## config.mk

```make
export PLATFORM = sky130hd
export DESIGN_NAME = fetch_stage
export DESIGN_NICKNAME = d
export VERILOG_FILES = /design/src/rtl/cpu_types_pkg.sv /design/src/rtl/fetch_hold_buf.sv /design/src/rtl/fetch_stage.sv
export SDC_FILE = /design/constraint.sdc
export NUM_CORES = 1
export LEC_CHECK = 0
export BUFFER_PORTS_ARGS = -buffer_cell sky130_fd_sc_hd__buf_2
export CAP_MARGIN = 15
export CORE_MARGIN = 10
export CORE_UTILIZATION = 30
export CTS_CLUSTER_SIZE = 14
export DETAILED_ROUTE_END_ITERATION = 8
export PLACE_DENSITY = 0.61
export SETUP_SLACK_MARGIN = 0.3
export SYNTH_ARGS = -nofsm -noshare
export SYNTH_HDL_FRONTEND = slang
export SYNTH_SLANG_ARGS = --single-unit
```

## constraint.sdc

```tcl
create_clock -name CLK -period 2.25 [get_ports CLK]
set_input_delay 0.1125 -clock CLK [delete_from_list [all_inputs] [get_ports CLK]]
set_output_delay 0.1125 -clock CLK [all_outputs]
set_load 0.005 [all_outputs]
```

## src/rtl/cpu_types_pkg.sv

```systemverilog
// Shared fetch-side types: word type, fetch FSM states, IF/ID latch record.
// Optional FETCH_PERF_EN build adds fetch/stall counters to fetch_stage.
package cpu_types_pkg;

  typedef logic [31:0] word_t;

  typedef enum logic {
    FETCH  = 1'b0,
    HALTED = 1'b1
  } fetch_state_t;

  typedef struct packed {
    word_t instru;
    word_t pc;
    word_t npc;
    logic  deen;
  } ifid_t;

  localparam word_t PC_STEP = 32'd4;
  localparam ifid_t BUBBLE_IFID = '{instru: 32'h0000_0000, pc: 32'h0000_0000,
                                    npc: 32'h0000_0000, deen: 1'b0};

  // Build a valid IF/ID record for an instruction fetched at addr.
  function automatic ifid_t make_ifid(input word_t instr, input word_t addr);
    make_ifid = '{instru: instr, pc: addr, npc: addr + PC_STEP, deen: 1'b1};
  endfunction

  // Increment that sticks at all-ones instead of wrapping.
  function automatic word_t sat_inc(input word_t v);
    sat_inc = (v == 32'hFFFF_FFFF) ? v : v + 32'd1;
  endfunction

endpackage

```

## src/rtl/fetch_hold_buf.sv

```systemverilog
// One-entry buffer parking an instruction that returned while decode was stalled.
module fetch_hold_buf
  import cpu_types_pkg::*;
(
  input  logic  clk,
  input  logic  rst_n,
  input  logic  load,
  input  logic  drain,
  input  logic  clear,
  input  ifid_t load_data,
  output logic  valid,
  output ifid_t data
);

  logic  valid_r;
  ifid_t data_r;

  // Clear wins over load; drain only empties the entry.
  always_ff @(posedge clk or negedge rst_n) begin
    if (!rst_n) begin
      valid_r <= 1'b0;
      data_r  <= BUBBLE_IFID;
    end else if (clear) begin
      valid_r <= 1'b0;
    end else if (load) begin
      valid_r <= 1'b1;
      data_r  <= load_data;
    end else if (drain) begin
      valid_r <= 1'b0;
    end
  end

  assign valid = valid_r;
  assign data  = data_r;

endmodule

```

## src/rtl/fetch_stage.sv

```systemverilog
// Instruction fetch stage with IF/ID latch and stall hold buffer.
// Define FETCH_PERF_EN to add the fetch_cnt/stall_cnt performance counters.
module fetch_stage
  import cpu_types_pkg::*;
#(
  parameter word_t PC_INIT = 32'h0000_0000
) (
  input  logic        CLK,
  input  logic        nRST,
  input  logic        ihit,
  input  logic [31:0] iload,
  output logic        imemREN,
  output logic [31:0] imemaddr,
  input  logic        stall,
  input  logic        flush,
  input  logic        redirect,
  input  logic [31:0] redirect_pc,
  input  logic        halt,
  output logic [31:0] instru,
  output logic [31:0] PC,
  output logic [31:0] nPC,
`ifdef FETCH_PERF_EN
  output logic [31:0] fetch_cnt,
  output logic [31:0] stall_cnt,
`endif
  output logic        deen
);

  fetch_state_t state_r, state_next_s;
  word_t        pc_r, pc_next_s;
  ifid_t        ifid_r, ifid_next_s, hold_data_s;
  logic         hold_valid_s, hold_load_s, hold_drain_s, hold_clear_s;
  logic         imem_ren_s, accept_s;

  fetch_hold_buf u_hold (
    .clk      (CLK),
    .rst_n    (nRST),
    .load     (hold_load_s),
    .drain    (hold_drain_s),
    .clear    (hold_clear_s),
    .load_data(make_ifid(iload, pc_r)),
    .valid    (hold_valid_s),
    .data     (hold_data_s)
  );

  // FSM state register.
  always_ff @(posedge CLK or negedge nRST) begin
    if (!nRST) state_r <= FETCH;
    else       state_r <= state_next_s;
  end

  // FSM next state: HALTED is left only through reset.
  always_comb begin
    state_next_s = state_r;
    case (state_r)
      FETCH:   state_next_s = halt ? HALTED : FETCH;
      HALTED:  state_next_s = HALTED;
      default: state_next_s = FETCH;
    endcase
  end

  // FSM output: no request while halting or while the hold entry is occupied.
  always_comb begin
    imem_ren_s = 1'b0;
    case (state_r)
      FETCH:   imem_ren_s = !hold_valid_s && !halt;
      default: imem_ren_s = 1'b0;
    endcase
  end

  assign accept_s = ihit && imem_ren_s && !redirect;

  // PC / IF/ID / hold control in priority order redirect > flush > stall > normal.
  always_comb begin
    pc_next_s    = pc_r;
    ifid_next_s  = ifid_r;
    hold_load_s  = 1'b0;
    hold_drain_s = 1'b0;
    hold_clear_s = 1'b0;
    if (state_r == HALTED) begin
      ifid_next_s  = BUBBLE_IFID;
      hold_clear_s = 1'b1;
    end else if (redirect) begin
      pc_next_s    = redirect_pc;
      ifid_next_s  = BUBBLE_IFID;
      hold_clear_s = 1'b1;
    end else if (flush) begin
      ifid_next_s  = BUBBLE_IFID;
      hold_clear_s = 1'b1;
      pc_next_s    = accept_s ? pc_r + PC_STEP : pc_r;
    end else if (stall) begin
      if (accept_s) begin
        hold_load_s = 1'b1;
        pc_next_s   = pc_r + PC_STEP;
      end else begin
        pc_next_s   = pc_r;
      end
    end else if (hold_valid_s) begin
      ifid_next_s  = hold_data_s;
      hold_drain_s = 1'b1;
    end else if (accept_s) begin
      ifid_next_s = make_ifid(iload, pc_r);
      pc_next_s   = pc_r + PC_STEP;
    end else begin
      ifid_next_s = BUBBLE_IFID;
    end
  end

  // PC and IF/ID latch registers.
  always_ff @(posedge CLK or negedge nRST) begin
    if (!nRST) begin
      pc_r   <= PC_INIT;
      ifid_r <= BUBBLE_IFID;
    end else begin
      pc_r   <= pc_next_s;
      ifid_r <= ifid_next_s;
    end
  end

  assign imemREN  = imem_ren_s;
  assign imemaddr = pc_r;
  assign instru   = ifid_r.instru;
  assign PC       = ifid_r.pc;
  assign nPC      = ifid_r.npc;
  assign deen     = ifid_r.deen;

`ifdef FETCH_PERF_EN
  word_t fetch_cnt_r, stall_cnt_r;

  // Saturating performance counters.
  always_ff @(posedge CLK or negedge nRST) begin
    if (!nRST) begin
      fetch_cnt_r <= 32'h0000_0000;
      stall_cnt_r <= 32'h0000_0000;
    end else begin
      if (accept_s) fetch_cnt_r <= sat_inc(fetch_cnt_r);
      if ((state_r == FETCH) && stall) stall_cnt_r <= sat_inc(stall_cnt_r);
    end
  end

  assign fetch_cnt = fetch_cnt_r;
  assign stall_cnt = stall_cnt_r;
`endif

endmodule

```

**Yosys cells after proc, flatten, opt, wreduce, memory -nomap -nowiden**

Index checks and enable logic that the tools add are counted.

- Flip-flop bits (word level): 228
- Latch bits: 0
- Bits in writable memories: 0
- Bits in read-only memories: 0
- Input port bits: 71
- Output and inout bits: 130
- Logic and storage cells: 55
- Memories: 0

- Add/subtract/negate cells: 1
- $mul: 0
- Divide/modulo/power cells: 0
- Magnitude comparators: 0
- Eq/ne operators: 2
- Shifts and indexed selects: 0
- Muxes and demuxes: 30
- Bitwise operators: 2
- Reductions and logical operators: 9

Operators by type and width:

| kind | count |
|---|---|
| $mux W97 | 6 |
| $mux W32 | 5 |
| $add A32 B3 Y32 const B | 1 |
| $mux W1 | 18 |
| $ne A4 B1 Y1 const B | 1 |
| $ne A4 B4 Y1 const B | 1 |
| $reduce_and A2 Y1 | 2 |
| $logic_and A1 B1 Y1 | 3 |
| $logic_not A1 Y1 | 3 |
| $reduce_bool A3 Y1 | 1 |
| $not A1 Y1 | 2 |
| $pmux W1 S2 | 1 |

**Longest topological paths before layout**

- Depth after elaboration: 12
- Depth in mapped cells: 7
- Mapped depth without buffers: 6

**Cells and area by module**

From an unflattened synthesis, not the netlist that was laid out.

- Cell total of the unflattened synthesis: 919
- Area total of the unflattened synthesis: 10501.3 µm²

By module, submodules not included:

| module | times used | cells each | area an instance (µm²) | seq. area each (µm²) |
|---|---|---|---|---|
| fetch_stage | 1 | 709 | 6725.2 | 3253.1 |
| fetch_hold_buf | 1 | 210 | 3776.1 | 2452.4 |

**Least setup slack after synthesis**

Ideal clock, no wire load.

- Kind: reg2reg
- From: register pc_r[3] (netlist: imemaddr[3])
- To: register ifid_r, in the netlist nPC[26]
- Library setup time: 0.133 ns
- Arrival time: 1.721 ns
- Required time: 2.117 ns
- Slack: 0.396 ns
- Stages on the path, launching flop included: 8
- Path buffers: 1
- Period minus slack after synthesis: 1.854 ns
- Cell sequence: dfrtp_1 > ha_1 > nand3_2 > nor4_2 > buf_4 > nand3_1 > xnor2_1 > o21ai_0

- Word-level cells in the longest chain between the ends: 7

RTL lines:

| element | RTL line | RTL |
|---|---|---|
| start: declaration | fetch_stage.sv:30 | `word_t pc_r, pc_next_s;` |
| start signal: assignment | fetch_stage.sv:115 | `pc_r <= pc_next_s;` |
| $add A32 B3 Y32 | cpu_types_pkg.sv:25 | `make_ifid = '{instru: instr, pc: addr, npc: addr + PC_STEP, deen: 1'b1};` |
| $mux W97 | fetch_stage.sv:101 | `end else if (accept_s) begin` |
| $mux W97 | fetch_stage.sv:98 | `end else if (hold_valid_s) begin` |
| $mux W97 | fetch_stage.sv:91 | `end else if (stall) begin` |
| $mux W97 | fetch_stage.sv:87 | `end else if (flush) begin` |
| $mux W97 | fetch_stage.sv:83 | `end else if (redirect) begin` |
| $mux W97 | fetch_stage.sv:80 | `if (state_r == HALTED) begin` |
| end signal: assignment | fetch_stage.sv:116 | `ifid_r <= ifid_next_s;` |
| end: declaration | fetch_stage.sv:31 | `ifid_t ifid_r, ifid_next_s, hold_data_s;` |

No other way between the ends. The select of a mux whose other input is x is not followed.
A chain may end at the register's enable or synchronous reset.

**Worst setup path in the final report**

- From: register pc_r[3] (netlist: imemaddr[3])
- To: register pc_r[18] (netlist: imemaddr[18])

- Word-level cells in the longest chain between the ends: 6

RTL lines:

| element | RTL line |
|---|---|
| $add A32 B3 Y32 (*) | fetch_stage.sv:90, fetch_stage.sv:94, fetch_stage.sv:103 |
| $mux W32 (*) | fetch_stage.sv:90, fetch_stage.sv:92, fetch_stage.sv:101 |
| $mux W32 | fetch_stage.sv:98 |
| $mux W32 | fetch_stage.sv:91 |
| $mux W32 (*) | fetch_stage.sv:87 |
| $mux W32 (*) | fetch_stage.sv:83 |

Mark *: on every way between the ends. The rest lies on a longest branch, timed or not. The select of a mux whose other input is x is not followed.

==> results.toml <==
[synthesis]
synth_cell_type_count = 55
ys_warn_count = 0
synth_nets = 1034
synth_top_area_frac = 0.549
async_flop_share = 1.00
yosysTopAreaCell = "dfrtp_1"
yosysMostFrequentCell = "dfrtp_1"
synth_area_um2 = 10200
ys_seq_area_frac = 0.549
synthCells = 962
synth-edff-count = 0
synth.avg_cell_area_um2 = 10.6
synth-seq-cells = 224
yosys-top-cells-count = "dfrtp_1, nand2_1, o21ai_0"
ys_top_cells_by_area = "dfrtp_1, a22oi_1, mux2_2"
synth_top_flop_cell = "dfrtp_1"

[die]
start_util = 0.304
die_h_um = 204
die-area_um2 = 41800
fp-row-count = 67
die_w_um = 204
coreArea_um2 = 33500
io_pins = 201

[worst_setup_path]
cp-startpoint = "imemaddr[3]"
r2r_cells = 7
path_cells = "ha_4 -> nand3_4 -> nor4_4 -> buf_6 -> and3_4 -> a31oi_1 -> o22a_1"
rr_startpoint = "imemaddr[3]"
critPathSlowestCell = "dfrtp_1"
critPathCaptureType = "flop"
cp-endpoint = "imemaddr[18]"
cp_max_fo = 5
cpPeakStageDelay_ps = 410
cp.required_ps = 2670
worst_setup_path_start_kind = "flop"
cp.arrival_ps = 2310
critPathKind = "flop to flop"
r2r_end = "imemaddr[18]"
r2r_slack_ps = 360

[detailed_routing]
vias = 8513
via_per_inst = 5.11
wire_per_inst_um = 21.3
drc = 0
final_antenna_net_count = 0
routed_wl_mm = 35.5
dr.pass1.iters = 5
drt_iter0_markers = 489

[cts]
htree_num_levels = 1
cts_sinks = 224
cts-root-buf = "clkbuf_16"
cts_buffers = 26
cts.path.max_buffers = 3
cts_tree = "built"
path_clk_slew_ps = 70
clk_latency_ps = 540

[place]
dp_hpwl_mm = 21.7
dp_slack_ps = 236
port-buffer-count = 200
place.gp.congestion = 0.778
place_inst = 1536

[power_and_ir_drop]
leakage_nw = 6.28
power_density_nw_per_um2 = 710
peakVddDrop_uv = 622

[sta]
relSlewSlack = 0.634
rsz0062_at_grt = "true"
hold_viol_final = 0
min_period_ps = 1890
tightest_slew_ps = 549
max_clock_freq_mhz = 529
setup_tns_ps = 0
slew_viol_final = 0
finClkSkew_ps = 11.0
finalSetupViolations = 0
setup_ws_ps = 360
fin_crit_sh = 0.840

[run_status]
outcome = "finished clean"

[grt]
grt_use_total = 0.159
antenna_found_initial = 2
first_global_vias = 8630
grt_pass1_wl_mm = 52.7
grt.overflow.total = 0
grt_max_degree = 97

[finish]
nNetsFinal = 1271
fillers = 3281
drive_above_1_share = 0.336
syn_to_final_growth_pct = 33.0
layoutNonFillerInstCount = 1666

[job]
cap_violations = 0

[min_path]
min_path_type = "primary input to flop"
-- how the worst min path moves through the flow --
stage	start	endpoint	slack, ps	depth (start not counted)
floorplan	nRST	PC[0]	-180	0
global placement	nRST	PC[6]	100	1
detailed placement	nRST	instru[24]	110	1
CTS	ihit	u_hold.valid	50	3
global route	ihit	u_hold.valid	80	3
finish	ihit	u_hold.valid	70	3
-- layer usage --
metal | up-vias | part of all wire | GRT usage
li1 | 3904 | - | -
met1 | 4264 | 0.44 | 0.210
met2 | 296 | 0.47 | 0.255
met3 | 47 | 0.075 | 0.0411
met4 | 2 | 0.016 | 0.0349
met5 | - | 0.00054 | 0
-- critical path: cells and delay by family (launching register included) --
kind / cells / cell delay [ps]
AO/OA/AOI/OAI: 2 / 280
adder cells (fa/ha/maj): 1 / 190
buffers and inverters: 1 / 210
flip-flops: 1 / 410
AND/OR/NAND/NOR: 3 / 670
-- sequential cells by signal, indices dropped and copies added, names as in the netlist --
name          count
u_hold.valid      1
instru           32
deen              1
state_r           1
u_hold.data      95
imemaddr         32
nPC              30
PC               32
-- cell usage in the layout, fill, tap and decap left out, types with 13 or more instances in the layout --
cell type / count
dfrtp_1: 217
buf_2: 200
clkbuf_16: 30
a22oi_1: 96
buf_4: 35
a21oi_1: 21
o21ai_0: 124
dlygate4sd3_1: 66
mux2_2: 63
nand3_1: 13
nand2_1: 131
o21ai_1: 19
nor2_1: 13
-- what timing repair did --
| item | CTS | global route |
|---|---|---|
| endpoints found under the setup margin | 79 | 155 |
| endpoints found under the hold margin | 269 | 0 |
| pin swaps | 2 | 10 |
| buffers inserted | 2 | 9 |
| hold buffers | 66 | 0 |
| gates cloned | 3 | 3 |
| resized for setup | 12 | 41 |
-- power breakdown --
| group | internal [W] | switching (W) |
|---|---|---|
| logic | 0.000400 | 0.000468 |
| clock network | 0.00275 | 0.00175 |
| registers | 0.00413 | 0.000148 |
| total | 0.00728 | 0.00236 |
-- logic make-up (layout without fill, tap and decap cells) --
kind of cell | after synthesis | count (layout) | share of synthesized area
DFF | 224 | 224 | 0.549
other | 0 | 1 | 0
and+or+nand+nor | 217 | 218 | 0.107
buffers and inverters | 123 | 377 | 0.0636
xor gates and xnor gates | 28 | 28 | 0.0240
adders and majority gates | 1 | 1 | 0.00123
muxes | 65 | 65 | 0.0715
AOI/OAI and AO/OA | 304 | 304 | 0.184
-- stage by stage --
stage | cell area, µm² | total power (W) | hold slack, ps | utilization
2_1_floorplan | 10200 | 0.00472 | -183 | -
3_3_place_gp | 11600 | 0.00504 | 103 | 0.346
3_5_place_dp | 11600 | 0.00506 | 110 | 0.346
4_1_cts | 13300 | 0.00969 | 47.7 | 0.396
5_1_grt | 13600 | 0.0100 | 80.2 | 0.405
6_report | 13600 | 0.00964 | 69.5 | 0.405
-- cell type report --
cell class | instances | area [µm²] | share of cell area
Multi-Input combinational cell | 616 | 4140 | 0.305
Tap cell | 448 | 561 | 0.0413
Sequential cell | 224 | 5620 | 0.414
Clock inverter | 8 | 123 | 0.00903
Clock buffer | 38 | 787 | 0.0580
Antenna cell | 1 | 2.50 | 0.000184
Timing Repair Buffer | 323 | 2320 | 0.171
Inverter | 8 | 30.0 | 0.00221
No activity file was read; power rests on OpenSTA's default activity.
